File: src/rtl/alu_arbiter.sv
// alu_arbiter: two-client arbiter and sequencer for a shared registered ALU.
// Requests are accepted only in IDLE. Each one is issued to the ALU for one
// cycle, and the result is captured one cycle later. The result is then held
// in the requesting client's response registers until that client accepts it.
// Build option: define ALU_ARB_RR_EN for round-robin tie-breaking. Without it,
// client 0 has fixed priority.
module alu_arbiter #(
    parameter int         WIDTH   = 4,
    parameter logic [1:0] OP_IDLE = 2'd0
) (
    input  logic             clk,
    input  logic             rst,
    input  logic             req0_valid,
    output logic             req0_ready,
    input  logic [1:0]       req0_op,
    input  logic [WIDTH-1:0] req0_a,
    input  logic [WIDTH-1:0] req0_b,
    input  logic             req1_valid,
    output logic             req1_ready,
    input  logic [1:0]       req1_op,
    input  logic [WIDTH-1:0] req1_a,
    input  logic [WIDTH-1:0] req1_b,
    output logic             rsp0_valid,
    input  logic             rsp0_ready,
    output logic [WIDTH-1:0] rsp0_data,
    output logic             rsp0_flag,
    output logic             rsp1_valid,
    input  logic             rsp1_ready,
    output logic [WIDTH-1:0] rsp1_data,
    output logic             rsp1_flag,
    output logic [1:0]       alu_op,
    output logic [WIDTH-1:0] alu_a,
    output logic [WIDTH-1:0] alu_b,
    input  logic [WIDTH-1:0] alu_out,
    input  logic             alu_flag,
    output logic             busy,
    output logic             grant
);

    typedef enum logic [1:0] {
        IDLE  = 2'd0,
        ISSUE = 2'd1,
        WAIT  = 2'd2,
        RESP  = 2'd3
    } state_t;

    state_t           state_q, state_d;
    logic [1:0]       op_q;
    logic [WIDTH-1:0] a_q, b_q;
    logic             grant_q;
    logic [WIDTH-1:0] rsp0_data_q, rsp1_data_q;
    logic             rsp0_flag_q, rsp1_flag_q;

    logic             pick1;
    logic             accept;
    logic             rsp_hs;

`ifdef ALU_ARB_RR_EN
    logic             last_grant_q;

    // Arbitration: a lone requester wins; on a tie the client not granted last time wins
    always_comb begin
        pick1 = req1_valid & (~req0_valid | ~last_grant_q);
    end

    // Round-robin history, reset to 1 so client 0 wins the first tie
    always_ff @(posedge clk or posedge rst) begin
        if (rst) begin
            last_grant_q <= 1'b1;
        end else if (accept) begin
            last_grant_q <= pick1;
        end
    end
`else
    // Arbitration: client 0 wins whenever it is requesting
    always_comb begin
        pick1 = ~req0_valid;
    end
`endif

    // Acceptance is only possible in IDLE, and it is held off while reset is asserted
    always_comb begin
        accept = (state_q == IDLE) & ~rst & (req0_valid | req1_valid);
        rsp_hs = (state_q == RESP) & (grant_q ? rsp1_ready : rsp0_ready);
    end

    // State register
    always_ff @(posedge clk or posedge rst) begin
        if (rst) begin
            state_q <= IDLE;
        end else begin
            state_q <= state_d;
        end
    end

    // Next-state logic: IDLE -> ISSUE -> WAIT -> RESP -> IDLE
    always_comb begin
        state_d = state_q;
        case (state_q)
            IDLE:    if (accept) state_d = ISSUE;
            ISSUE:   state_d = WAIT;
            WAIT:    state_d = RESP;
            RESP:    if (rsp_hs) state_d = IDLE;
            default: state_d = IDLE;
        endcase
    end

    // Latch the winning request on acceptance, and capture the ALU result in WAIT
    always_ff @(posedge clk or posedge rst) begin
        if (rst) begin
            op_q        <= OP_IDLE;
            a_q         <= '0;
            b_q         <= '0;
            grant_q     <= 1'b0;
            rsp0_data_q <= '0;
            rsp0_flag_q <= 1'b0;
            rsp1_data_q <= '0;
            rsp1_flag_q <= 1'b0;
        end else begin
            if (accept) begin
                grant_q <= pick1;
                op_q    <= pick1 ? req1_op : req0_op;
                a_q     <= pick1 ? req1_a  : req0_a;
                b_q     <= pick1 ? req1_b  : req0_b;
            end
            if (state_q == WAIT) begin
                if (grant_q) begin
                    rsp1_data_q <= alu_out;
                    rsp1_flag_q <= alu_flag;
                end else begin
                    rsp0_data_q <= alu_out;
                    rsp0_flag_q <= alu_flag;
                end
            end
        end
    end

    // Outputs decoded from the state; operands stay on the ALU bus after the issue cycle
    always_comb begin
        req0_ready = accept & ~pick1;
        req1_ready = accept & pick1;
        alu_op     = (state_q == ISSUE) ? op_q : OP_IDLE;
        alu_a      = a_q;
        alu_b      = b_q;
        busy       = (state_q != IDLE);
        grant      = grant_q;
        rsp0_valid = (state_q == RESP) & ~grant_q;
        rsp1_valid = (state_q == RESP) & grant_q;
        rsp0_data  = rsp0_data_q;
        rsp0_flag  = rsp0_flag_q;
        rsp1_data  = rsp1_data_q;
        rsp1_flag  = rsp1_flag_q;
    end

endmodule

File: config.mk
export PLATFORM = sky130hd
export DESIGN_NAME = alu_arbiter
export DESIGN_NICKNAME = d
export VERILOG_FILES = /design/src/rtl/alu_arbiter.sv
export SDC_FILE = /design/constraint.sdc
export NUM_CORES = 1
export LEC_CHECK = 0
export ABC_AREA = 0
export ABC_CLOCK_PERIOD_IN_PS = 1550
export CAP_MARGIN = 10
export CORE_ASPECT_RATIO = 1.2
export CORE_UTILIZATION = 35
export CTS_BUF_LIST = sky130_fd_sc_hd__clkbuf_16
export DETAILED_ROUTE_END_ITERATION = 7
export PLACE_DENSITY = 0.71
export SLEW_MARGIN = 5
export SYNTH_ARGS = -nofsm -noshare
export SYNTH_HDL_FRONTEND = slang
export SYNTH_SLANG_ARGS = --single-unit
File: constraint.sdc
create_clock -name clk -period 1.55 [get_ports clk]
set_input_delay 0.3875 -clock clk [delete_from_list [all_inputs] [get_ports clk]]
set_output_delay 0.3875 -clock clk [all_outputs]
set_load 0.005 [all_outputs]
## Word-level counts from Yosys, hierarchy flattened

Cells that the tools add are included.

- Output and inout port bits: 26
- Logic and storage cells: 38
- Input bits: 31
- Bits in registers: 23

- Bitwise operators: 11
- Mux-type cells: 8
- Eq/ne operators: 5
- Reductions and logical operators: 5

Operators by type and width:

| operator | number |
|---|---|
| $mux 2 | 4 |
| $mux 4 | 2 |
| $pmux 2 s4 | 1 |
| $and 1x1->1 | 7 |
| $reduce_and 2->1 | 3 |
| $eq 2x2->1 const B | 2 |
| $ne 2x2->1 const B | 2 |
| $not 1->1 | 3 |
| $eq 2x1->1 const B | 1 |
| $logic_not 2->1 | 1 |
| $reduce_bool 2->1 | 1 |
| $mux 1 | 1 |
| $or 1x1->1 | 1 |

## Depth between registers and ports, before layout

Gate-level depths: netlist (run 1).

- Word-level depth: 5
- Mapped depth: 7
- Gate-level depth less buffers: 6

## Least setup slack after synthesis (run 1)

Ideal clock, no wire load.

- Kind: register to output
- Start point: register state_q[0]
- End point: output port req1_ready
- Arrival: 1.186 ns
- Buffers on the path: 1
- Data required time: 1.162 ns
- Stages on the path, launching flop included: 7
- Slack: -0.024 ns
- Cell sequence: dfrtp_1 inv_1 ha_1 and2b_4 o21ai_4 buf_6 nor2_1

- Cells in the longest elaborated chain, start to end: 4

Ends and longest elaborated chain:

| item | RTL line | text |
|---|---|---|
| from (decl) | 47 | `state_t state_q, state_d;` |
| from (signal assigned) | 92 | `state_q <= state_d;` |
| $logic_not 2->1 | 83 | `accept = (state_q == IDLE) & ~rst & (req0_valid \| req1_valid);` |
| $and 1x1->1 (2 in series) | 83 |  |
| $and 1x1->1 | 141 | `req1_ready = accept & pick1;` |
| to (decl) | 19 | `output logic req1_ready,` |

Every way passes these cells.

## Worst setup path in the final report (run 1)

- Start point: register state_q[0]
- End point: output port req0_ready

- Cells in the longest elaborated chain, start to end: 4

Ends and longest elaborated chain:

| item | RTL line | text |
|---|---|---|
| $logic_not 2->1 | 83 |  |
| $and 1x1->1 (2 in series) | 83 |  |
| $and 1x1->1 | 140 | `req0_ready = accept & ~pick1;` |
| to (decl) | 14 | `output logic req0_ready,` |

Every way passes these cells.

==> results of run 1 <==
## metal layers
metal  part of all wire, %  wire length [um]  GRT usage [%]
met4                     0                 0          3.947
met3                   5.7               165          3.810
met5                     0                 0              0
met2                    56              1623          35.65
met1                    38              1096          20.84
## critical path, delay by kind of cell (launching register included)
| family | cells | cell delay (ns) |
|---|---|---|
| flops | 1 | 0.38 |
| simple gates | 2 | 0.33 |
| buf+inv | 2 | 0.20 |
| fa+ha+maj | 1 | 0.16 |
## cells in the mapped netlist (all sizes together)
library cell | n | share of area (%)
buf | 4 | 3.4
ha | 4 | 4.4
and2 | 4 | 2.2
nor3b | 10 | 9.7
o21ai | 1 | 1.4
mux2i | 1 | 0.89
nand2b | 1 | 0.55
and2b | 1 | 0.89
nor2b | 1 | 0.55
dfrtp | 23 | 51
nor2 | 2 | 0.66
a2bb2oi | 1 | 0.78
a221o | 10 | 8.9
a21boi | 1 | 1.0
a21o | 1 | 0.66
nand2 | 2 | 0.66
mux2 | 11 | 11
inv | 4 | 1.3
## cells by family after synthesis
family                     Yosys count
AOI/OAI and AO/OA                   14
DFF                                 23
muxes                               12
buffers and inverters                8
adders and majority gates            4
and+or+nand+nor                     21
## power breakdown
group	internal (mW)	switching, mW	leakage, nW
clock network	0.347	0.208	0.0409
logic	1.20	0.650	0.513
registers	0.908	0.169	0.275
total	2.46	1.03	0.829
## flip-flops by register name (all words and copies together), names as in the netlist
| register | cells |
|---|---|
| alu_a | 4 |
| alu_b | 4 |
| grant | 1 |
| op_q | 2 |
| rsp0_data | 4 |
| rsp0_flag | 1 |
| rsp1_data | 4 |
| rsp1_flag | 1 |
| state_q | 2 |
## final cells by class
class	instances	area, um^2
Multi-Input combinational cell	51	575.6
Tap cell	36	45.04
Timing Repair Buffer	72	656.9
Sequential cell	23	576.8
Fill cell	259	1106
Inverter	4	15.01
Clock inverter	1	5.005
Clock buffer	3	75.07
## what timing repair did
item | in CTS | in global routing
pin swaps | 2 | 3
setup endpoints to repair | 20 | 29
buffers inserted | 4 | 1
gates resized for setup | 36 | 9
## worst min-delay path by stage
stage	start	slack, ns	cells past startpoint	to
global route	rst	0.36	3	alu_a[2]$_DFFE_PP0P_
detailed placement	rsp1_data[0]$_DFFE_PP0P_	0.49	1	rsp1_data[0]$_DFFE_PP0P_
global placement	rsp0_flag$_DFFE_PP0P_	0.49	1	rsp0_flag$_DFFE_PP0P_
floorplan	rst	0.39	1	alu_a[0]$_DFFE_PP0P_
CTS	rst	0.32	3	alu_a[2]$_DFFE_PP0P_
finish	rst	0.31	3	alu_a[2]$_DFFE_PP0P_
==> flow_metrics.env, run 1 <==
export IMPL_status="finished with violations"
export IMPL_violations="negative setup slack"
export IMPL_clk_pin_slew_ns=0.06
export IMPL_crit_path_max_incr_delay_ns=0.38
export IMPL_die_width_um=53.87
export IMPL_endpoint_kind="primary output"
export IMPL_netlist_instances=82
export IMPL_area_growth_pct=72.54
export IMPL_place_area_um2=1792
export IMPL_drtPass1Iterations=4
export IMPL_wl_per_cell_um=15.18
export IMPL_r2r_end="state_q[1]$_DFFE_PP0P_"
export IMPL_grt_antenna_before_repair=0
export IMPL_postCtsHoldBufs=0
export IMPL_reg2reg_slack_ns=-0.12
export IMPL_final_util_pct=63.80
export IMPL_layout_common_cells="48 x clkdlybuf4s50_1, 22 x dfrtp_1, 14 x buf_4, 10 x a221o_1, 9 x mux2_2"
export IMPL_cp_endpoint="req0_ready"
export IMPL_drc=0
export IMPL_fin_area_um2=1949
export IMPL_relSlewSlack_pct=80.42
export IMPL_crit_type="reg2out"
export IMPL_cts_tree="yes"
export IMPL_diodes=0
export IMPL_viasPerCell=4.905
export IMPL_leakage_nw=0.8287
export IMPL_rsz0062_at_grt="true"
export IMPL_final_common_cell="clkdlybuf4s50_1"
export IMPL_total_power_mw=3.486
export IMPL_timing_final_hold_violations=0
export IMPL_hp_class="in2async"
export IMPL_instances_no_fill=190
export IMPL_holdWs_ns=0.3108
export IMPL_drive_above_1_share_pct=38.31
export IMPL_cp_max_fo=2
export IMPL_core_area_um2=3055
export IMPL_cp_startpoint="state_q[0]$_DFFE_PP0P_"
export IMPL_die_h_um=64.24
export IMPL_grt_pass1_wl_mm=4.788
export IMPL_cts_root_buf="clkbuf_16"
export IMPL_cts_buffers_inserted=3
export IMPL_finalWirelength_mm=2.884
export IMPL_fin_crit_sh_pct=110.3
export IMPL_fin_crit_ns=1.710
export IMPL_ys_warn_count=0
export IMPL_track_usage_pct=19.02
export IMPL_tightest_slew_ns=0.2937
export IMPL_r2r_start="state_q[1]$_DFFE_PP0P_"
export IMPL_setup_tns_ns=-0.7704
export IMPL_muxShareOfSynthArea_pct=11.85
export IMPL_ys_ff_latch=23
export IMPL_grt_overflow=0
export IMPL_synth_compound_area_share_pct=12.74
export IMPL_slowest_stage="dfrtp_1"
export IMPL_insertion_delay_ns=0.25
export IMPL_setup_slack_ns=-0.1603
export IMPL_num_rows=22
export IMPL_finalNetCount=190
export IMPL_critPathLaunchType="flop"
export IMPL_slew_violations=0
export IMPL_grt_pass1_vias=1048
export IMPL_gp_congestion=0.6487
export IMPL_dp_hpwl_mm=2.105
export IMPL_grt_start_max_net_pins=24
export IMPL_ir_worst_vdd_uv=1205
export IMPL_path_cells="inv_2, ha_4, and2b_4, and2_1, buf_2"
export IMPL_synth_top_family_by_area="simple AND/OR/NAND/NOR gates"
export IMPL_postSynthAreaPerCell_um2=13.78
export IMPL_pre_cts_slack_ns=-0.5910
export IMPL_synth_nets=117
export IMPL_synth_fa_ha_area_share_pct=4.430
export IMPL_critical_path_required_ns=1.16
export IMPL_crit_arrival_ns=1.32
export IMPL_initialDrtViolationCount=2
export IMPL_powerDensity_nw_per_um2=1788
export IMPL_cts_sinks=23
export IMPL_start_util_pct=36.98
export IMPL_fmax_mhz=584.7
export IMPL_post_synth_xor_area_fraction_pct=0
export IMPL_ys_types=21
export IMPL_setup_viol=7
export IMPL_dp_cells=182
export IMPL_fin_skew_ns=0.004261
export IMPL_drtAntennaViolNets=0
export IMPL_ctsHtreeMaxLevel=1
export IMPL_syn_area_um2=1130
export IMPL_yosys_area_share_simple_pct=15.28
export IMPL_vias=932
export IMPL_die_area_um2=3460
export IMPL_synth_seq_area_share_pct=50.94
export IMPL_maxCapViolCount=0
export IMPL_worstRegToRegCells=7
export IMPL_port_buffers=56
export IMPL_cts_path_max_buffers=2
export IMPL_ioPinCount=57
Power figures use the tool's default switching activity.
==> run 2, diff against run 1 <==
Settings changed: CELL_PAD_IN_SITES_DETAIL_PLACEMENT set to 1, CELL_PAD_IN_SITES_GLOBAL_PLACEMENT set to 1, CORE_UTILIZATION 35 to 27, GPL_TIMING_DRIVEN set to 0, PLACE_DENSITY 0.71 to 0.72.
==> run 2 against run 1 <==
Against the previous run:
- the flow still finishes with violations (negative setup slack)
- sequential power is essentially flat
- cell area grew 8.7%
- wire length grew 33%
- power grew 8.0%
- worst hold slack gained 0.16 ns
- cell count grew 14%
- critical path depth grew 2
- register-to-register slack lost 0.19 ns
- sequential share of layout area shrank 2.4 points
- non-clock buffer count grew 9
- first-iteration DRC count grew to 13 times the previous value
- sequential cell count is the same
- critical endpoint is now req1_ready
==> flow_metrics.env, run 2 (synthesized netlist as in run 1, its figures left out) <==
export IMPL_status="finished with violations"
export IMPL_violations="negative setup slack"
export IMPL_dp_cells=192
export IMPL_r2r_start="state_q[1]$_DFFE_PP0P_"
export IMPL_intPower_mw=2.627
export IMPL_track_usage_pct=17.28
export IMPL_grt_pass1_vias=1132
export IMPL_grt_pass1_wl_mm=5.464
export IMPL_setup_slack_ns=-0.3190
export IMPL_instances_no_fill=217
export IMPL_viasPerCell=4.631
export IMPL_timing_final_hold_violations=0
export IMPL_final_util_pct=53.32
export IMPL_cts_sinks=23
export IMPL_powerDensity_nw_per_um2=1778
export IMPL_drc=0
export IMPL_critPathLaunchType="flop"
export IMPL_grt_start_max_net_pins=24
export IMPL_postCtsHoldBufs=0
export IMPL_cts_buffers_inserted=3
export IMPL_crit_type="reg2out"
export IMPL_leakage_nw=0.9509
export IMPL_core_area_um2=3973
export IMPL_vias=1005
export IMPL_drtAntennaViolNets=0
export IMPL_holdWs_ns=0.4694
export IMPL_place_area_um2=1763
export IMPL_start_util_pct=28.44
export IMPL_multi_input_area_um2=581.8
export IMPL_p_comb_share_pct=56.3
export IMPL_relSlewSlack_pct=40.22
export IMPL_ff_latch_area_um2=576.8
export IMPL_seqPwrFrac_pct=28.9
export IMPL_fin_crit_ns=1.869
export IMPL_power_switching_fraction_pct=30.27
export IMPL_fin_area_um2=2118
export IMPL_finalNetCount=199
export IMPL_wl_per_cell_um=17.72
export IMPL_drtPass1Iterations=4
export IMPL_diodes=0
export IMPL_ir_worst_vdd_uv=591.1
export IMPL_fillers=431
export IMPL_pwr_share_clk_pct=14.8
export IMPL_clk_pin_slew_ns=0.06
export IMPL_port_buffers=56
export IMPL_finalWirelength_mm=3.846
export IMPL_initialDrtViolationCount=26
export IMPL_critical_path_required_ns=1.16
export IMPL_drive_above_1_share_pct=42.33
export IMPL_num_rows=25
export IMPL_maxCapViolCount=0
export IMPL_pre_cts_slack_ns=-0.7823
export IMPL_hp_class="in2async"
export IMPL_grt_antenna_before_repair=0
export IMPL_crit_arrival_ns=1.48
export IMPL_layout_common_cells="44 x clkdlybuf4s50_1, 22 x dfrtp_1, 15 x buf_4, 10 x a221o_1, 10 x mux2_2"
export IMPL_die_h_um=72.86
export IMPL_tightest_slew_ns=0.8957
export IMPL_grt_overflow=0
export IMPL_cts_tree="yes"
export IMPL_die_area_um2=4448
export IMPL_power_switching_mw=1.140
export IMPL_cts_path_max_buffers=2
export IMPL_gp_congestion=0.6987
export IMPL_r2r_end="state_q[1]$_DFFE_PP0P_"
export IMPL_area_growth_pct=87.49
export IMPL_fin_crit_sh_pct=120.6
export IMPL_endpoint_kind="primary output"
export IMPL_fin_skew_ns=0.004791
export IMPL_fmax_mhz=535.1
export IMPL_setup_viol=18
export IMPL_worstRegToRegCells=9
export IMPL_dp_hpwl_mm=2.540
export IMPL_rsz0062_at_grt="true"
export IMPL_reg2reg_slack_ns=-0.31
export IMPL_insertion_delay_ns=0.26
export IMPL_ctsHtreeMaxLevel=1
export IMPL_final_common_cell="clkdlybuf4s50_1"
export IMPL_cts_root_buf="clkbuf_16"
export IMPL_ioPinCount=57
export IMPL_slew_violations=0
export IMPL_die_width_um=61.05
export IMPL_cp_max_fo=3
[run 2: cell types whose count changed in the layout (fill, tap and decap cells not counted), sizes merged]
cell	change
dlymetal6s2s	+3
clkbuf	+1
buf	+8
dlygate4sd2	+2
clkinv	-1
inv	+1
clkdlybuf4s50	-4
clkdlybuf4s15	-1
[run 2: per-stage QoR]
stage | total power, mW | setup TNS [ns]
after floorplan | 1.797 | 0
after global placement | 2.583 | -4.720
after detailed placement | 2.686 | -5.538
after CTS | 3.514 | -1.711
after global routing | 3.999 | -4.898
final | 3.767 | -3.927
[run 2: how the worst max path moves through the flow]
stage                                       from          to  slack [ns]  cells after the start
after floorplan           state_q[0]$_DFFE_PP0P_  req1_ready        0.02                      6
after global placement                       rst  req1_ready       -0.77                      6
after detailed placement                     rst  req1_ready       -0.78                      6
after CTS                 state_q[1]$_DFFE_PP0P_  req1_ready       -0.25                      7
after global routing      state_q[1]$_DFFE_PP0P_  req1_ready       -0.37                      7
final                     state_q[1]$_DFFE_PP0P_  req1_ready       -0.32                      7
[run 2: routing by layer]
metal	vias up	routed length, um	share of wire (%)	global-route usage [%]
li1	462	-	-	-
met1	500	1458	38	18.09
met2	39	2193	57	34.06
met3	4	156	4.1	2.128
met4	0	37	0.96	5.303
met5	-	0	0	0
[run 2: layout make-up]
| cell class | count | share of cell area, % |
|---|---|---|
| plain buffers | 4 | 2.540 |
| flip-flops and latches | 23 | 27.23 |
| inverters | 4 | 0.7088 |
| clock buffers | 3 | 3.544 |
| repair buffers | 77 | 35.14 |
| well taps | 54 | 3.190 |
| clock inverters | 1 | 0.1772 |
| multi-input cells | 51 | 27.47 |
[run 2: what timing repair did]
| action | CTS | global route |
|---|---|---|
| resized for setup | 35 | 26 |
| setup endpoints to repair | 19 | 30 |
| buffers inserted | 12 | 8 |
| pin swaps | 3 | 8 |
| gates cloned | 0 | 1 |
[run 2: power groups by stage]
stage               registers, mW  clock network (mW)  logic (mW)
floorplan                    1.09                   0       0.703
global placement             1.09                   0        1.50
detailed placement           1.12                   0        1.57
CTS                          1.09               0.566        1.86
global route                 1.12               0.589        2.29
finish                       1.09               0.558        2.12
[run 2: critical path, cell delays in order, from the launching register on]
cell and delay [ns]:
dfrtp_1 0.41, inv_2 0.10, ha_4 0.14, and2b_4 0.18, o21ai_4 0.06, buf_6 0.13, nor2_4 0.11, buf_6 0.10
